===== src/rtl/axi_lite_mtimer.sv =====
// axi_lite_mtimer
//   AXI4-Lite responder implementing a RISC-V machine timer: 64-bit mtime
//   and mtimecmp, a prescaler, and a registered level timer interrupt.
//
// Ports
//   s_axi_aclk, s_axi_aresetn      clock, asynchronous active-low reset
//   s_axi_aw*/w*/b*                write address / data / response channels
//   s_axi_ar*/r*                   read address / data channels
//   irq_o                          timer interrupt, IRQ_EN & (mtime >= mtimecmp)
//
// Register map (byte offset, addr[1:0] ignored)
//   0x00 MTIME_LO  0x04 MTIME_HI  0x08 CMP_LO  0x0C CMP_HI
//   0x10 CTRL (bit0 EN, bit1 IRQ_EN)  0x14 PRESCALE; anything else -> SLVERR
module axi_lite_mtimer #(
  parameter int unsigned ADDR_WIDTH     = 5,
  parameter logic [31:0] PRESCALE_RESET = 32'd0,
  parameter logic [63:0] CMP_RESET      = 64'hFFFF_FFFF_FFFF_FFFF
) (
  input  logic                  s_axi_aclk,
  input  logic                  s_axi_aresetn,
  input  logic [ADDR_WIDTH-1:0] s_axi_awaddr,
  input  logic                  s_axi_awvalid,
  output logic                  s_axi_awready,
  input  logic [31:0]           s_axi_wdata,
  input  logic [3:0]            s_axi_wstrb,
  input  logic                  s_axi_wvalid,
  output logic                  s_axi_wready,
  output logic [1:0]            s_axi_bresp,
  output logic                  s_axi_bvalid,
  input  logic                  s_axi_bready,
  input  logic [ADDR_WIDTH-1:0] s_axi_araddr,
  input  logic                  s_axi_arvalid,
  output logic                  s_axi_arready,
  output logic [31:0]           s_axi_rdata,
  output logic [1:0]            s_axi_rresp,
  output logic                  s_axi_rvalid,
  input  logic                  s_axi_rready,
  output logic                  irq_o
);

  typedef enum logic {W_IDLE, W_RESP} wstate_t;
  typedef enum logic {R_IDLE, R_DATA} rstate_t;

  localparam logic [1:0] RESP_OKAY   = 2'b00;
  localparam logic [1:0] RESP_SLVERR = 2'b10;

  // Timer state
  logic [63:0] r_mtime, r_cmp;
  logic [1:0]  r_ctrl;
  logic [31:0] r_prescale, r_pcnt;
  logic        r_irq;
  // Holds every ready low while in reset and for the first cycle after it
  logic        r_live;

  // Write channel
  wstate_t                r_wstate, w_wstate_next;
  logic                   r_aw_held, r_w_held;
  logic [ADDR_WIDTH-1:0]  r_awaddr;
  logic [31:0]            r_wdata;
  logic [3:0]             r_wstrb;
  logic [1:0]             r_bresp;

  // Read channel
  rstate_t     r_rstate, w_rstate_next;
  logic [31:0] r_rdata;
  logic [1:0]  r_rresp;

  logic        w_aw_hs, w_w_hs, w_ar_hs, w_wr_fire;
  logic [31:0] w_widx, w_ridx, w_bmask, w_rdata_mux;
  logic [1:0]  w_rresp_mux;
  logic        w_wr_mlo, w_wr_mhi, w_wr_clo, w_wr_chi, w_wr_ctrl, w_wr_pre, w_wmapped;
  logic        w_tick;
  logic [63:0] w_mtime_inc;
  logic        w_unused;

  assign w_unused = ^{s_axi_awaddr[1:0], s_axi_araddr[1:0]};

  // ---------------- handshakes / outputs ----------------
  assign s_axi_awready = r_live & ~r_aw_held & (r_wstate == W_IDLE);
  assign s_axi_wready  = r_live & ~r_w_held  & (r_wstate == W_IDLE);
  assign s_axi_bvalid  = (r_wstate == W_RESP);
  assign s_axi_bresp   = r_bresp;
  assign s_axi_arready = r_live & (r_rstate == R_IDLE);
  assign s_axi_rvalid  = (r_rstate == R_DATA);
  assign s_axi_rdata   = r_rdata;
  assign s_axi_rresp   = r_rresp;
  assign irq_o         = r_irq;

  assign w_aw_hs = s_axi_awvalid & s_axi_awready;
  assign w_w_hs  = s_axi_wvalid  & s_axi_wready;
  assign w_ar_hs = s_axi_arvalid & s_axi_arready;

  // The register update happens the cycle after both halves are latched
  assign w_wr_fire = (r_wstate == W_IDLE) & r_aw_held & r_w_held;

  // ---------------- write decode ----------------
  assign w_widx    = 32'(r_awaddr[ADDR_WIDTH-1:2]);
  assign w_wmapped = (w_widx < 32'd6);
  assign w_wr_mlo  = w_wr_fire & (w_widx == 32'd0);
  assign w_wr_mhi  = w_wr_fire & (w_widx == 32'd1);
  assign w_wr_clo  = w_wr_fire & (w_widx == 32'd2);
  assign w_wr_chi  = w_wr_fire & (w_widx == 32'd3);
  assign w_wr_ctrl = w_wr_fire & (w_widx == 32'd4);
  assign w_wr_pre  = w_wr_fire & (w_widx == 32'd5);

  for (genvar gi = 0; gi < 4; gi++) begin : g_bmask
    assign w_bmask[8*gi +: 8] = {8{r_wstrb[gi]}};
  end

  function automatic logic [31:0] f_merge(input logic [31:0] old_v, input logic [31:0] new_v,
                                          input logic [31:0] mask);
    return (old_v & ~mask) | (new_v & mask);
  endfunction

  // ---------------- counter ----------------
  assign w_tick      = r_ctrl[0] & (r_pcnt == r_prescale);
  assign w_mtime_inc = r_mtime + 64'(w_tick);

  // ---------------- write FSM ----------------
  always_comb begin
    w_wstate_next = r_wstate;
    case (r_wstate)
      W_IDLE:  if (w_wr_fire) w_wstate_next = W_RESP;
      W_RESP:  if (s_axi_bready) w_wstate_next = W_IDLE;
      default: w_wstate_next = W_IDLE;
    endcase
  end

  always_ff @(posedge s_axi_aclk or negedge s_axi_aresetn) begin
    if (!s_axi_aresetn) begin
      r_wstate  <= W_IDLE;
      r_aw_held <= 1'b0;
      r_w_held  <= 1'b0;
      r_awaddr  <= '0;
      r_wdata   <= '0;
      r_wstrb   <= '0;
      r_bresp   <= RESP_OKAY;
      r_live    <= 1'b0;
    end else begin
      r_wstate <= w_wstate_next;
      r_live   <= 1'b1;
      if (w_aw_hs) begin
        r_aw_held <= 1'b1;
        r_awaddr  <= s_axi_awaddr;
      end
      if (w_w_hs) begin
        r_w_held <= 1'b1;
        r_wdata  <= s_axi_wdata;
        r_wstrb  <= s_axi_wstrb;
      end
      if (w_wr_fire) r_bresp <= w_wmapped ? RESP_OKAY : RESP_SLVERR;
      if ((r_wstate == W_RESP) && s_axi_bready) begin
        r_aw_held <= 1'b0;
        r_w_held  <= 1'b0;
      end
    end
  end

  // ---------------- timer registers ----------------
  always_ff @(posedge s_axi_aclk or negedge s_axi_aresetn) begin
    if (!s_axi_aresetn) begin
      r_mtime    <= '0;
      r_cmp      <= CMP_RESET;
      r_ctrl     <= '0;
      r_prescale <= PRESCALE_RESET;
      r_pcnt     <= '0;
      r_irq      <= 1'b0;
    end else begin
      // A software write to mtime suppresses that cycle's increment: written
      // bytes take wdata, all other bytes keep the pre-increment value.
      if (w_wr_mlo || w_wr_mhi) begin
        r_mtime <= {w_wr_mhi ? f_merge(r_mtime[63:32], r_wdata, w_bmask) : r_mtime[63:32],
                    w_wr_mlo ? f_merge(r_mtime[31:0],  r_wdata, w_bmask) : r_mtime[31:0]};
      end else begin
        r_mtime <= w_mtime_inc;
      end
      if (w_wr_clo) r_cmp[31:0]  <= f_merge(r_cmp[31:0],  r_wdata, w_bmask);
      if (w_wr_chi) r_cmp[63:32] <= f_merge(r_cmp[63:32], r_wdata, w_bmask);
      if (w_wr_ctrl && r_wstrb[0]) r_ctrl <= r_wdata[1:0];
      if (w_wr_pre) r_prescale <= f_merge(r_prescale, r_wdata, w_bmask);

      if (w_wr_pre)       r_pcnt <= '0;
      else if (w_tick)    r_pcnt <= '0;
      else if (r_ctrl[0]) r_pcnt <= r_pcnt + 32'd1;

      r_irq <= r_ctrl[1] & (r_mtime >= r_cmp);
    end
  end

  // ---------------- read path ----------------
  assign w_ridx = 32'(s_axi_araddr[ADDR_WIDTH-1:2]);

  always_comb begin
    w_rdata_mux = 32'd0;
    w_rresp_mux = RESP_OKAY;
    case (w_ridx)
      32'd0:   w_rdata_mux = r_mtime[31:0];
      32'd1:   w_rdata_mux = r_mtime[63:32];
      32'd2:   w_rdata_mux = r_cmp[31:0];
      32'd3:   w_rdata_mux = r_cmp[63:32];
      32'd4:   w_rdata_mux = {30'd0, r_ctrl};
      32'd5:   w_rdata_mux = r_prescale;
      default: w_rresp_mux = RESP_SLVERR;
    endcase
  end

  always_comb begin
    w_rstate_next = r_rstate;
    case (r_rstate)
      R_IDLE:  if (w_ar_hs) w_rstate_next = R_DATA;
      R_DATA:  if (s_axi_rready) w_rstate_next = R_IDLE;
      default: w_rstate_next = R_IDLE;
    endcase
  end

  always_ff @(posedge s_axi_aclk or negedge s_axi_aresetn) begin
    if (!s_axi_aresetn) begin
      r_rstate <= R_IDLE;
      r_rdata  <= '0;
      r_rresp  <= RESP_OKAY;
    end else begin
      r_rstate <= w_rstate_next;
      // Captured from current register values, so a same-cycle write is not seen
      if (w_ar_hs) begin
        r_rdata <= w_rdata_mux;
        r_rresp <= w_rresp_mux;
      end
    end
  end

endmodule

===== config.mk =====
export PLATFORM = sky130hd
export DESIGN_NAME = axi_lite_mtimer
export DESIGN_NICKNAME = d
export VERILOG_FILES = /design/src/rtl/axi_lite_mtimer.sv
export SDC_FILE = /design/constraint.sdc
export NUM_CORES = 1
export LEC_CHECK = 0
export ABC_CLOCK_PERIOD_IN_PS = 3500
export CAP_MARGIN = 30
export CORE_ASPECT_RATIO = 1.1
export CORE_MARGIN = 2
export CORE_UTILIZATION = 45
export DETAILED_ROUTE_END_ITERATION = 10
export GPL_ROUTABILITY_DRIVEN = 0
export PLACE_DENSITY = 0.71
export SLEW_MARGIN = 30
export SYNTH_ARGS = -nofsm -noshare
export SYNTH_HDL_FRONTEND = slang
export SYNTH_SLANG_ARGS = --single-unit

===== constraint.sdc =====
create_clock -name s_axi_aclk -period 3.5 [get_ports s_axi_aclk]
set_clock_uncertainty 0.05 [all_clocks]
set_input_delay 0.525 -clock s_axi_aclk [delete_from_list [all_inputs] [get_ports s_axi_aclk]]
set_output_delay 0.525 -clock s_axi_aclk [all_outputs]
set_load 0.01 [all_outputs]

# --- Word-level counts from Yosys, hierarchy flattened ---
# Index checks and enable logic that the tools add are counted.
word_totals:
  ff_bits: 277
  latch_bits: 0
  mem_bits_rw: 0
  romBits: 0
  in_bits: 53
  out_inout_bits: 42
  elab_cells: 98
  memories: 0
op_classes:
  n_addsub: 2
  n_mul: 0
  div_mod_pow: 0
  n_lt_le_gt_ge: 2
  n_eq_ne: 13
  n_shift: 0
  mux: 19
  n_bitwise: 34
  reduce_logical: 9
ops:
  columns: ["operator", "n"]
  rows:
  - ["AND 32 bit", 6]
  - ["one-hot mux 32 bit (6 select lines)", 1]
  - ["2-to-1 mux 32 bit", 5]
  - ["OR 32 bit", 5]
  - ["adder 64 x 1 -> 64 bit", 1]
  - [">= comparator 64 bit", 1]
  - ["logical NOT 32 bit", 2]
  - ["2-to-1 mux 64 bit", 1]
  - ["adder 32 x 1 -> 32 bit (second input constant)", 1]
  - ["equality test 32 bit", 1]
  - ["inverter 32 bit", 1]
  - ["AND 1 bit", 18]
  - ["equality test 3 x 2 -> 1 bit (second input constant)", 4]
  - ["equality test 3 bit (second input constant)", 4]
  - ["2-to-1 mux 1 bit", 8]
  - ["equality test 3 x 1 -> 1 bit (second input constant)", 2]
  - ["OR reduction 6 bit", 1]
  - ["2-to-1 mux 2 bit", 2]
  - ["!= test 2 bit (second input constant)", 2]
  - ["inverter 1 bit", 4]
  - ["one-hot mux 1 bit (2 select lines)", 2]
  - ["nonzero test 2 bit", 2]
  - ["less-than comparator 3 bit (second input constant)", 1]
  - ["nonzero test 3 bit", 1]
  - ["other kinds (2)", 3]

# --- Depth between registers and ports, before layout ---
logic_depth:
  ltp_word: 6
  depth_mapped: 13
  mapped_depth_nobuf: 13

# --- Least setup slack after synthesis ---
# No wires, ideal clock.
synth_timing:
  path_type: "register -> register"
  start: "register (tool-made name)"
  end: "register (tool-made name)"
  setup_ps: 133
  arrival_ps: 3076
  required_ps: 3317
  setup_slack_ps: 241
  path_stages_with_launch: 14
  path_buffers: 0
  period_less_slack_ps: 3259
  cell_sequence: "dfrtp_1 xor2_1 nand4b_1 nor4_1 nand4_1 nor4_1 ha_1 ha_1 nand2_1 nor3_1 nand4_2 or2_2 o211ai_1 o211ai_1"

==> run summary <==
Run status = complete, no violations
Vias in the first global route = 13,461
Yosys reg bits = 273
WP buf/inv = 3
Post-route ant nets = 0
Asr flop ratio synth = 100.0%
Largest stage delay, worst path = 0.40 ns
Initial core utilization = 45.45%
Synth area leader = dfrtp_1
Placed cells = 2,224
Crit-path max FO = 5
H-tree depth = 1
Syn Area/Cell = 9.276 µm²
R2R depth = 15
Register area share after synthesis = 44.70%
Min Hold Slack = 0.4201 ns
Die Width = 180.7 µm
CTS Root Cell = clkbuf_16
Final setup viols = 0
CTS tree = built
Endpoint class of the critical path = register
GR Util met1 = 34.53%
Primary FF master, synth = dfrtp_1
Drt wl/cell = 21.05 µm
Syn Std Cell Area = 15,460 µm²
Arrival @ worst endpoint = 3.89 ns
WP data required = 3.92 ns
Clock transition at the registers of the reported paths = 0.06 ns
Commonest cells post-synth = nand2_1, dfrtp_1, o21ai_0, nor2_1, inv_1
Crit Path Class = register to register
Power density over the cells = 762.5 nW/µm²
Post-route cell area = 18,710 µm²
Unrepaired setup endpoints after global routing = yes
Vias/cell = 6.060
Slew HR = 40.73%
Initial drt markers = 1,441
Count leader, synth = nand2_1
GRT busiest layer = met2
Mapped Cells = 1,667
Crit-path slowest cell = dfrtp_1
First-pass GRT wire length = 75,460 µm
Critical path cell sequence = xnor2_1, nand4_1, nor4_2, nand4_1, nor4_2, ha_2, buf_6, nand3_4, nor3_2, buf_4, nand4_4, nor3_4, buf_4, a31oi_1, a211o_1
Port bufs = 88
Vias = 13,878
Slew @ Worst Pin = 0.8858 ns
Max Cap Viol = 0
Family with the most delay on the worst path = simple AND/OR/NAND/NOR gates
Yosys top cell area share = 33.82%
# IOs = 95
Cell variety after synth = 80
DP Area = 17,450 µm²
Total power = 14.26 mW
Clk sinks = 273
VDD IR max = 0.4322 mV
Initial antenna violation count = 0
Hold Path Class = input port to async pin
Total CTS buffers = 31
DP HPWL = 34,860 µm
Clock tree buffer depth = 3
Die Area = 35,860 µm²
GRT overflow = 0
Share of layout cells above drive strength 1 = 19.49%
Layout area overhead = 21.00%
Die span in y = 198.4 µm
First-pass DRT Iterations = 6
CP Launch Type = register
Residual DRC count = 0
Number of synthesized flops with an enable pin = 0
Final wirelength = 48,210 µm
Leak pwr = 7.724 nW
Synth area leaders = dfrtp_1, dfstp_2, nand2_1
Reg2reg setup slack = 0.04 ns
Final net count = 1,947
Largest net degree at the start of global routing = 80
Placeable Area = 34,020 µm²
Ys Warns = 0
Met2 Usage GRT = 43.35%
GRT Total Usage = 26.54%
GR Layer Usage met3 = 5.035%
Clock Latency Late Sink = 0.59 ns
Fin cells = 2,290
Fin crit share = 98.87%
Min cycle time layout = 3.461 ns
Slew Viols, Final = 0
Cell Rows = 71
Final hold vios = 0
# diodes = 0
Max Freq = 289.0 MHz
per-layer routing:
layer | up-vias | wire, µm
li1 | 6333 | -
met1 | 6726 | 19880
met2 | 656 | 22260
met3 | 163 | 3896
met4 | 0 | 2162
met5 | - | 0
area by class of cell:
| cell class | count | area (µm²) |
|---|---|---|
| multi-input cells | 1235 | 8125 |
| fillers | 3012 | 15310 |
| clock inverters | 9 | 123.9 |
| clock buffers | 49 | 883.3 |
| inverters | 79 | 296.5 |
| flip-flops and latches | 273 | 6912 |
| well taps | 438 | 548.0 |
| repair buffers | 207 | 1821 |
repair_timing:
action                                 4_1_cts  5_1_grt
setup buffers                                1        6
pin swaps                                    2        4
endpoints found under the hold margin       53        0
hold buffers                                 1        0
setup endpoints to repair                   20       41
gates resized for setup                      6       26
gates cloned                                 0        0
placed cells by master, fill, tap and decap left out, types with 24 or more instances in the layout:
| master | n |
|---|---|
| dfstp_2 | 64 |
| o22a_1 | 29 |
| inv_1 | 79 |
| o21ai_0 | 158 |
| ha_1 | 65 |
| a211oi_1 | 25 |
| clkdlybuf4s50_1 | 85 |
| nand2_1 | 227 |
| clkbuf_16 | 31 |
| mux2_2 | 75 |
| nor2_1 | 134 |
| nand4_1 | 45 |
| a21oi_1 | 60 |
| nor3_1 | 30 |
| buf_4 | 112 |
| dfrtp_1 | 209 |
| a22oi_1 | 65 |
| xnor2_1 | 24 |
| nand3_1 | 45 |
logic make-up after synthesis:
group / share of synthesized area [%]
DFF: 44.70
adders and majority gates: 5.422
and+or+nand+nor: 18.62
buffers and inverters: 3.997
muxes: 6.207
AOI/OAI and AO/OA: 17.83
other: 0.04857
xor gates and xnor gates: 3.172
where the power goes:
| part | internal, mW | switching, mW |
|---|---|---|
| Clock | 1.94 | 1.34 |
| Sequential | 4.38 | 1.53 |
| Combinational | 2.34 | 2.74 |
stage by stage:
stage	TNS [ns]	utilization (%)	setup slack, ns
floorplan	0	-	0.2409
global placement	-0.2392	51.30	-0.05829
detailed placement	-1.192	51.30	-0.1731
CTS	0	54.42	0.1065
global route	-1.004	54.99	-0.1103
finish	0	54.99	0.03945
how the worst max path moves through the flow:
stage	depth (start not counted)	to
2_1_floorplan	13	register
3_3_place_gp	13	register
6_report	15	register
4_1_cts	14	register
5_1_grt	15	register
3_5_place_dp	15	register
No activity file was read; power rests on OpenSTA's default activity.
